`config.mk`:
```
export PLATFORM = sky130hd
export DESIGN_NAME = pipeline_ctrl
export DESIGN_NICKNAME = d
export VERILOG_FILES = /design/src/rtl/pipeline_ctrl.sv
export SDC_FILE = /design/constraint.sdc
export NUM_CORES = 1
export LEC_CHECK = 0
export ABC_AREA = 1
export CELL_PAD_IN_SITES_DETAIL_PLACEMENT = 1
export CELL_PAD_IN_SITES_GLOBAL_PLACEMENT = 1
export CORE_AREA = 10 10 70 131
export DETAILED_ROUTE_END_ITERATION = 7
export DIE_AREA = 0 0 80 141
export GPL_TIMING_DRIVEN = 0
export PLACE_DENSITY = 0.85
export SETUP_SLACK_MARGIN = 0.15
export SLEW_MARGIN = 20
export SYNTH_ARGS = -nofsm -noshare
export SYNTH_HDL_FRONTEND = slang
export SYNTH_SLANG_ARGS = --single-unit
export TNS_END_PERCENT = 20
```
`constraint.sdc`:
```
create_clock -name clk_i -period 2.8 [get_ports clk_i]
set_clock_uncertainty 0.2 [all_clocks]
set_input_delay 0.56 -clock clk_i [delete_from_list [all_inputs] [get_ports clk_i]]
set_output_delay 0.56 -clock clk_i [all_outputs]
set_load 0.01 [all_outputs]
```
`src/rtl/pipeline_ctrl.sv`:
```
// Pipeline hazard controller: load-use stalls, branch flushes and whole-pipe
// freezes on data-memory stalls, with saturating stall/flush performance counters.
module pipeline_ctrl (
    input  logic        clk_i,
    input  logic        rst_i,
    input  logic [4:0]  id_rs_i,
    input  logic [4:0]  id_rt_i,
    input  logic        ex_memread_i,
    input  logic [4:0]  ex_rt_i,
    input  logic        branch_taken_i,
    input  logic        mem_stall_i,
    input  logic        clr_cnt_i,
    output logic        pc_write_o,
    output logic        if_id_hold_o,
    output logic        if_id_flush_o,
    output logic        id_ex_bubble_o,
    output logic        freeze_o,
    output logic [1:0]  state_o,
    output logic [15:0] stall_cnt_o,
    output logic [15:0] flush_cnt_o
);

    typedef enum logic [1:0] {
        RUN    = 2'b00,
        FREEZE = 2'b01,
        REPLAY = 2'b10
    } state_e;

    state_e      state_q, state_d;
    logic        pend_q, pend_d;
    logic [15:0] stall_cnt_q, stall_cnt_d;
    logic [15:0] flush_cnt_q, flush_cnt_d;
    logic        lu;

    assign lu = ex_memread_i && (ex_rt_i != '0) &&
                ((ex_rt_i == id_rs_i) || (ex_rt_i == id_rt_i));

    always_comb begin
        state_d        = RUN;
        pend_d         = pend_q;
        pc_write_o     = 1'b1;
        if_id_hold_o   = 1'b0;
        if_id_flush_o  = 1'b0;
        id_ex_bubble_o = 1'b0;
        freeze_o       = 1'b0;

        case (state_q)
            RUN: begin
                if (mem_stall_i) begin
                    freeze_o     = 1'b1;
                    if_id_hold_o = 1'b1;
                    pc_write_o   = 1'b0;
                    state_d      = FREEZE;
                end else if (lu) begin
                    // A branch resolved alongside a load-use is re-evaluated next cycle.
                    pc_write_o     = 1'b0;
                    if_id_hold_o   = 1'b1;
                    id_ex_bubble_o = 1'b1;
                end else begin
                    if_id_flush_o = branch_taken_i;
                end
            end
            FREEZE: begin
                freeze_o     = 1'b1;
                if_id_hold_o = 1'b1;
                pc_write_o   = 1'b0;
                pend_d       = pend_q | branch_taken_i;
                if (mem_stall_i) state_d = FREEZE;
                else             state_d = pend_d ? REPLAY : RUN;
            end
            REPLAY: begin
                if (mem_stall_i) begin
                    freeze_o     = 1'b1;
                    if_id_hold_o = 1'b1;
                    pc_write_o   = 1'b0;
                    state_d      = FREEZE;
                end else begin
                    if_id_flush_o = 1'b1;
                    pend_d        = 1'b0;
                end
            end
            default: state_d = RUN;
        endcase

        if (!rst_i) begin
            pc_write_o     = 1'b0;
            if_id_hold_o   = 1'b1;
            if_id_flush_o  = 1'b0;
            id_ex_bubble_o = 1'b0;
            freeze_o       = 1'b0;
        end

        if (clr_cnt_i) begin
            stall_cnt_d = '0;
            flush_cnt_d = '0;
        end else begin
            stall_cnt_d = stall_cnt_q;
            flush_cnt_d = flush_cnt_q;
            if (!pc_write_o && (stall_cnt_q != '1))   stall_cnt_d = stall_cnt_q + 16'd1;
            if (if_id_flush_o && (flush_cnt_q != '1)) flush_cnt_d = flush_cnt_q + 16'd1;
        end
    end

    always_ff @(posedge clk_i or negedge rst_i) begin
        if (!rst_i) begin
            state_q     <= RUN;
            pend_q      <= 1'b0;
            stall_cnt_q <= '0;
            flush_cnt_q <= '0;
        end else begin
            state_q     <= state_d;
            pend_q      <= pend_d;
            stall_cnt_q <= stall_cnt_d;
            flush_cnt_q <= flush_cnt_d;
        end
    end

    assign state_o     = state_q;
    assign stall_cnt_o = stall_cnt_q;
    assign flush_cnt_o = flush_cnt_q;

endmodule

```
==> flow_metrics.tcl <==
set metrics [dict create \
    status "finished clean" \
    postRouteWirelength_mm 8.15 \
    pwr_density_cell_nw_per_um2 423 \
    io_pins 60 \
    maxSlewHeadroom_pct 62.4 \
    path_clk_slew_ps 60 \
    fmax_mhz 388 \
    cts_made_buffers 5 \
    insertion_delay_ps 280 \
    synth_cells 357 \
    synth-edff-count 0 \
    cts_tree "yes" \
    dr.pass1.iters 4 \
    yosysSeqAreaShare_pct 36.2 \
    num_vias 2591 \
    finalSetupViolCount 0 \
    stdcell_count 519 \
    viasPerCell 4.99 \
    grt_pass1_vias 2791 \
    row_count 44 \
    antenna_found_initial 0 \
    fin_nets 449 \
    gp_congestion 0.830 \
    dp.cells 508 \
    cp.required_ps 2040 \
    drv_cap 0 \
    start_kind "primary input" \
    drv_slew 0 \
    track_usage_pct 14.9 \
    die_w_um 80 \
    grt_overflow 0 \
    ir_drop_mv 0.316 \
    path_max_fanout 5 \
    synth.distinct_cells 31 \
    drt_iter0_drc 148 \
    wl_per_cell_um 15.7 \
    place_ws_ps -451 \
    tightest_slew_ps 564 \
    num-fill-cells 940 \
    fin_crit_sh_pct 92.1 \
    drc 0 \
    clk_path_buf_depth 2 \
    dp_hpwl_mm 6.00 \
    crit_type "primary input to output port" \
    die_y_um 141 \
    syn_avg_cell_area_um2 6.78 \
    rsz0062_at_grt "false" \
    drive_above_1_share_pct 9.84 \
    ant_nets 0 \
    setup_ws_ps 223 \
    grt_first_pass_wirelength_mm 13.9 \
    io_buffers 58 \
    ys_ff_latch 35 \
    fin_util_pct 46.8 \
    arrival_ps 1820 \
    area_growth_syn_to_layout_pct 38.3 \
    start_util_pct 33.8 \
    diodes 0 \
    finalHoldViolations 0 \
    core_um2 7160 \
    synth_area_um2 2420 \
    worst_setup_path_end_kind "output port" \
    hp-class "primary input to async pin" \
    ys_async_sr_fraction_pct 100 \
    synth_top_flop_cell "dfrtp_1" \
    grt_max_degree 28 \
    cts_sinks 35 \
    htree_levels 2 \
    synth_fp_nets 380 \
    yosysWarningCount 0 \
    period_needed_ps 2580 \
    cts_root_buf "clkbuf_16" \
    floorplan.die_area_um2 11300 \
    leakagePower_nw 1.61 \
]
==> state kept, by name (all words and copies together), names as in the netlist <==
register and flops:
pend_q 1, state_o 2, flush_cnt_o 16, stall_cnt_o 16
==> Yosys cell counts (all sizes together), types with 2 or more instances <==
| cell | n | area (µm²) |
|---|---|---|
| nand2 | 110 | 435 |
| nor2 | 51 | 209 |
| nand3 | 46 | 248 |
| inv | 44 | 165 |
| dfrtp | 35 | 876 |
| xor2 | 17 | 149 |
| o21ai | 13 | 68.8 |
| nor3 | 9 | 45.0 |
| clkbuf | 6 | 22.5 |
| nand4 | 5 | 37.5 |
| a21oi | 4 | 20.0 |
| buf | 3 | 33.8 |
| nor4 | 3 | 18.8 |
| xnor2 | 3 | 26.3 |
| ha | 2 | 25.0 |
==> cells by family after synthesis <==
| family | after synthesis | synth area share [%] |
|---|---|---|
| AO/OA/AOI/OAI | 20 | 4.55 |
| XOR/XNOR | 20 | 7.24 |
| adder cells (fa/ha/maj) | 2 | 1.03 |
| buffers and inverters | 53 | 9.15 |
| flip-flops | 35 | 36.2 |
| AND/OR/NAND/NOR | 227 | 41.9 |
==> final timing paths <==
kind / start / end / slack, ps / cells after the start
max in group asynchronous: rst_i / flush_cnt_o[0] / 1480 / 2
hold / removal: rst_i / pend_q / 20 / 2
setup / recovery: mem_stall_i / freeze_o / 220 / 4
min in group clk_i: pend_q / pend_q / 280 / 2
hold reg to reg: pend_q / pend_q / 280 / 2
setup reg to reg: flush_cnt_o[0] / flush_cnt_o[6] / 470 / 13
==> where the power goes <==
| group | switching (mW) | internal, mW |
|---|---|---|
| sequential | 0.0194 | 0.520 |
| clock | 0.226 | 0.443 |
| combinational | 0.121 | 0.0877 |
==> critical path: stages <==
cell and delay (ps):
dlygate4sd2_1 360, nor2_1 110, nor3_1 200, clkdlybuf4s50_1 580
==> cell usage in the layout, fill, tap and decap left out, types with 5 or more instances in the layout <==
master | synthesis | layout
clkbuf_1 | 6 | 6
clkbuf_16 | 0 | 5
clkdlybuf4s50_1 | 0 | 39
dfrtp_1 | 35 | 35
dlygate4sd2_1 | 0 | 10
inv_1 | 39 | 38
inv_2 | 5 | 6
nand2_1 | 105 | 103
nand3_1 | 44 | 43
nor2_1 | 48 | 48
nor3_1 | 9 | 9
o21ai_0 | 7 | 7
o21ai_1 | 5 | 5
xor2_1 | 17 | 17
==> through the flow <==
stage          hold WS [ps]  total power [mW]  cell area (µm²)  TNS, ps
4_1_cts                22.9              1.42             3300        0
5_1_grt                32.3              1.48             3350        0
3_5_place_dp            261             0.756             3130    -2000
2_1_floorplan          64.4             0.641             2420        0
3_3_place_gp            266             0.746             3120   -35560
6_report               20.3              1.42             3350        0
==> layer usage <==
layer / GRT usage, % / share of wire, % / wire (µm)
met5: 0 / 0 / 0
met3: 4.33 / 5.8 / 476
met1: 17.7 / 44 / 3560
met2: 24.9 / 49 / 3970
met4: 4.48 / 1.8 / 147
==> timing repair <==
action | CTS | global route
resized for setup | 30 | 10
hold endpoints to repair | 10 | 0
hold buffers | 1 | 0
buffers inserted | 1 | 1
setup endpoints to repair | 5 | 6
pin swaps | 6 | 4
==> layout make-up <==
cell class	instances	area, µm²	share of cell area, %
Timing Repair Buffer	62	601	17.9
Clock buffer	6	139	4.15
Clock inverter	2	35.0	1.05
Multi-Input combinational cell	269	1360	40.7
Buffer	9	56.3	1.68
Sequential cell	35	876	26.2
Inverter	44	165	4.93
Tap cell	92	115	3.44
No activity file was read; power rests on OpenSTA's default activity.
==> RTL edit (same settings) <==
Put one more register stage on the output `flush_cnt_o`, without a reset. The value now appears one clock later. The other outputs are not delayed to match.
--- a/src/rtl/pipeline_ctrl.sv
+++ b/src/rtl/pipeline_ctrl.sv
@@ -117,7 +117,9 @@
 
     assign state_o     = state_q;
     assign stall_cnt_o = stall_cnt_q;
-    assign flush_cnt_o = flush_cnt_q;
+    always_ff @(posedge clk_i) begin
+        flush_cnt_o <= flush_cnt_q;
+    end
 
 endmodule
 
Formal check against the unedited RTL: not equivalent (a bounded check fails within 4 cycles, from zero or initial values and one cycle with rst_i low).
==> RTL edit against the original RTL <==
- sequential cell count grew 16
- count of clock-buffer cells in the layout shrank 1
- synthesized area grew 13%
- clock power shrank 8.8%
- setup slack gained 0.023 ns
- worst hold slack gained 0.048 ns
- power grew 12%
- wire length shrank 4.0%
- design area grew 7.9%
- global-route usage shrank 0.55 points
==> RTL edit: results (changes against the original RTL) <==
stage,metric,value,unit,change
critical_path,CP Max Fanout,3,,-2
power,combinational cell power,0.201,mW,-3%
power,switching share of power,26.0,%,+0.17 points
placement,HPWL after DPL,5850,microns,-2.6%
route,routed length per instance,14.8,microns,-5.5%
layout,share of layout cells above drive strength 1,8.51,%,-1.3 points
critical_path,worst r2r path cells,11,,-2
placement,Placer Congestion,0.810,,-2.4%
outcome,outcome,completed,,
global_routing,Total GRT Usage,14.4,%,-0.55 points
layout,Final #Nets,457,,+1.8%
sta,crit path time final,2.55,ns,-0.0233 ns
logic_synthesis,mux cell area share after synthesis,0,%,unchanged
global_routing,first-pass GRT wire length,13300,microns,-3.9%
logic_synthesis,Synth Area in Compound Gates,3.72,%,-0.83 points
placement,pre-CTS setup slack,-0.381,ns,+0.0704 ns
global_routing,vias in the first global route,2835,,+1.6%
critical_path,Critical Path Source,id_rt_i[3],,
logic_synthesis,Commonest cells post-synth,"nand2_1 (105), nor2_1 (46), nand3_1 (41)",,
route,Iteration-0 DRC Markers,91,,-39%
placement,Placed Cells,516,,+1.6%
global_routing,largest net degree at the start of global routing,32,,+14%
power,Internal,1.17,mW,+12%
route,Via Count,2555,,-1.4%
power,cell leakage power,1.76,nW,+9.3%
logic_synthesis,Adder-Cell Fraction of Synth Area,0.919,%,-0.11 points
sta,Hold Slack,0.0687,ns,+0.0485 ns
critical_path,critical path's largest stage delay,0.48,ns,-0.10 ns
logic_synthesis,async set-reset flop share out of synthesis,68.6,%,-31 points
critical_path,crit path to,if_id_hold_o,,
clock_network,post_cts resized,26,,-13%
logic_synthesis,syn nets,388,,+2.1%
critical_path,Reg2Reg Setup Slack,0.49,ns,+0.02 ns
route,vias per cell,4.85,,-2.9%
critical_path,worst r2r dst,stall_cnt_o[8],,
global_routing,GR met1 Demand/Resource,16.7,%,-0.96 points
global_routing,met3 Use GR,3.76,%,-0.57 points
critical_path,Critical Path AT,1.79,ns,-0.03 ns
placement,placed cell areas,3430,sq um,+9.7%
logic_synthesis,synthesized area per cell,7.46,sq um,+10%
logic_synthesis,sequential share of the synthesized area,43.9,%,+7.7 points
==> RTL edit: cell count changes in the layout (fill, tap and decap cells not counted), moves of 3 or more <==
| cell | unedited run | this run |
|---|---|---|
| nor4_1 | 2 | 7 |
| xnor2_1 | 3 | 6 |
| dlygate4sd2_1 | 10 | 6 |
| inv_2 | 6 | 3 |
| nor3_1 | 9 | 6 |
| nand3_1 | 43 | 40 |
| dlymetal6s2s_1 | 4 | 8 |
| a21oi_1 | 4 | 1 |
| dfxtp_1 | 0 | 16 |
==> RTL edit: final cells by class <==
cell class                 count  area (sq um)
multi-input combinational    264          1330
sequential                    51          1200
tap                           92           115
timing repair buffer          62           619
inverter                      41           154
buffer                         9          56.3
clock buffer                   5           125
clock inverter                 3          18.8
fill                         910          3540
==> RTL edit: routing by layer <==
metal,vias to the layer above,routed length [microns]
met5,-,0
met4,0,121
met3,7,313
met2,47,3990
met1,1207,3400
li1,1294,-
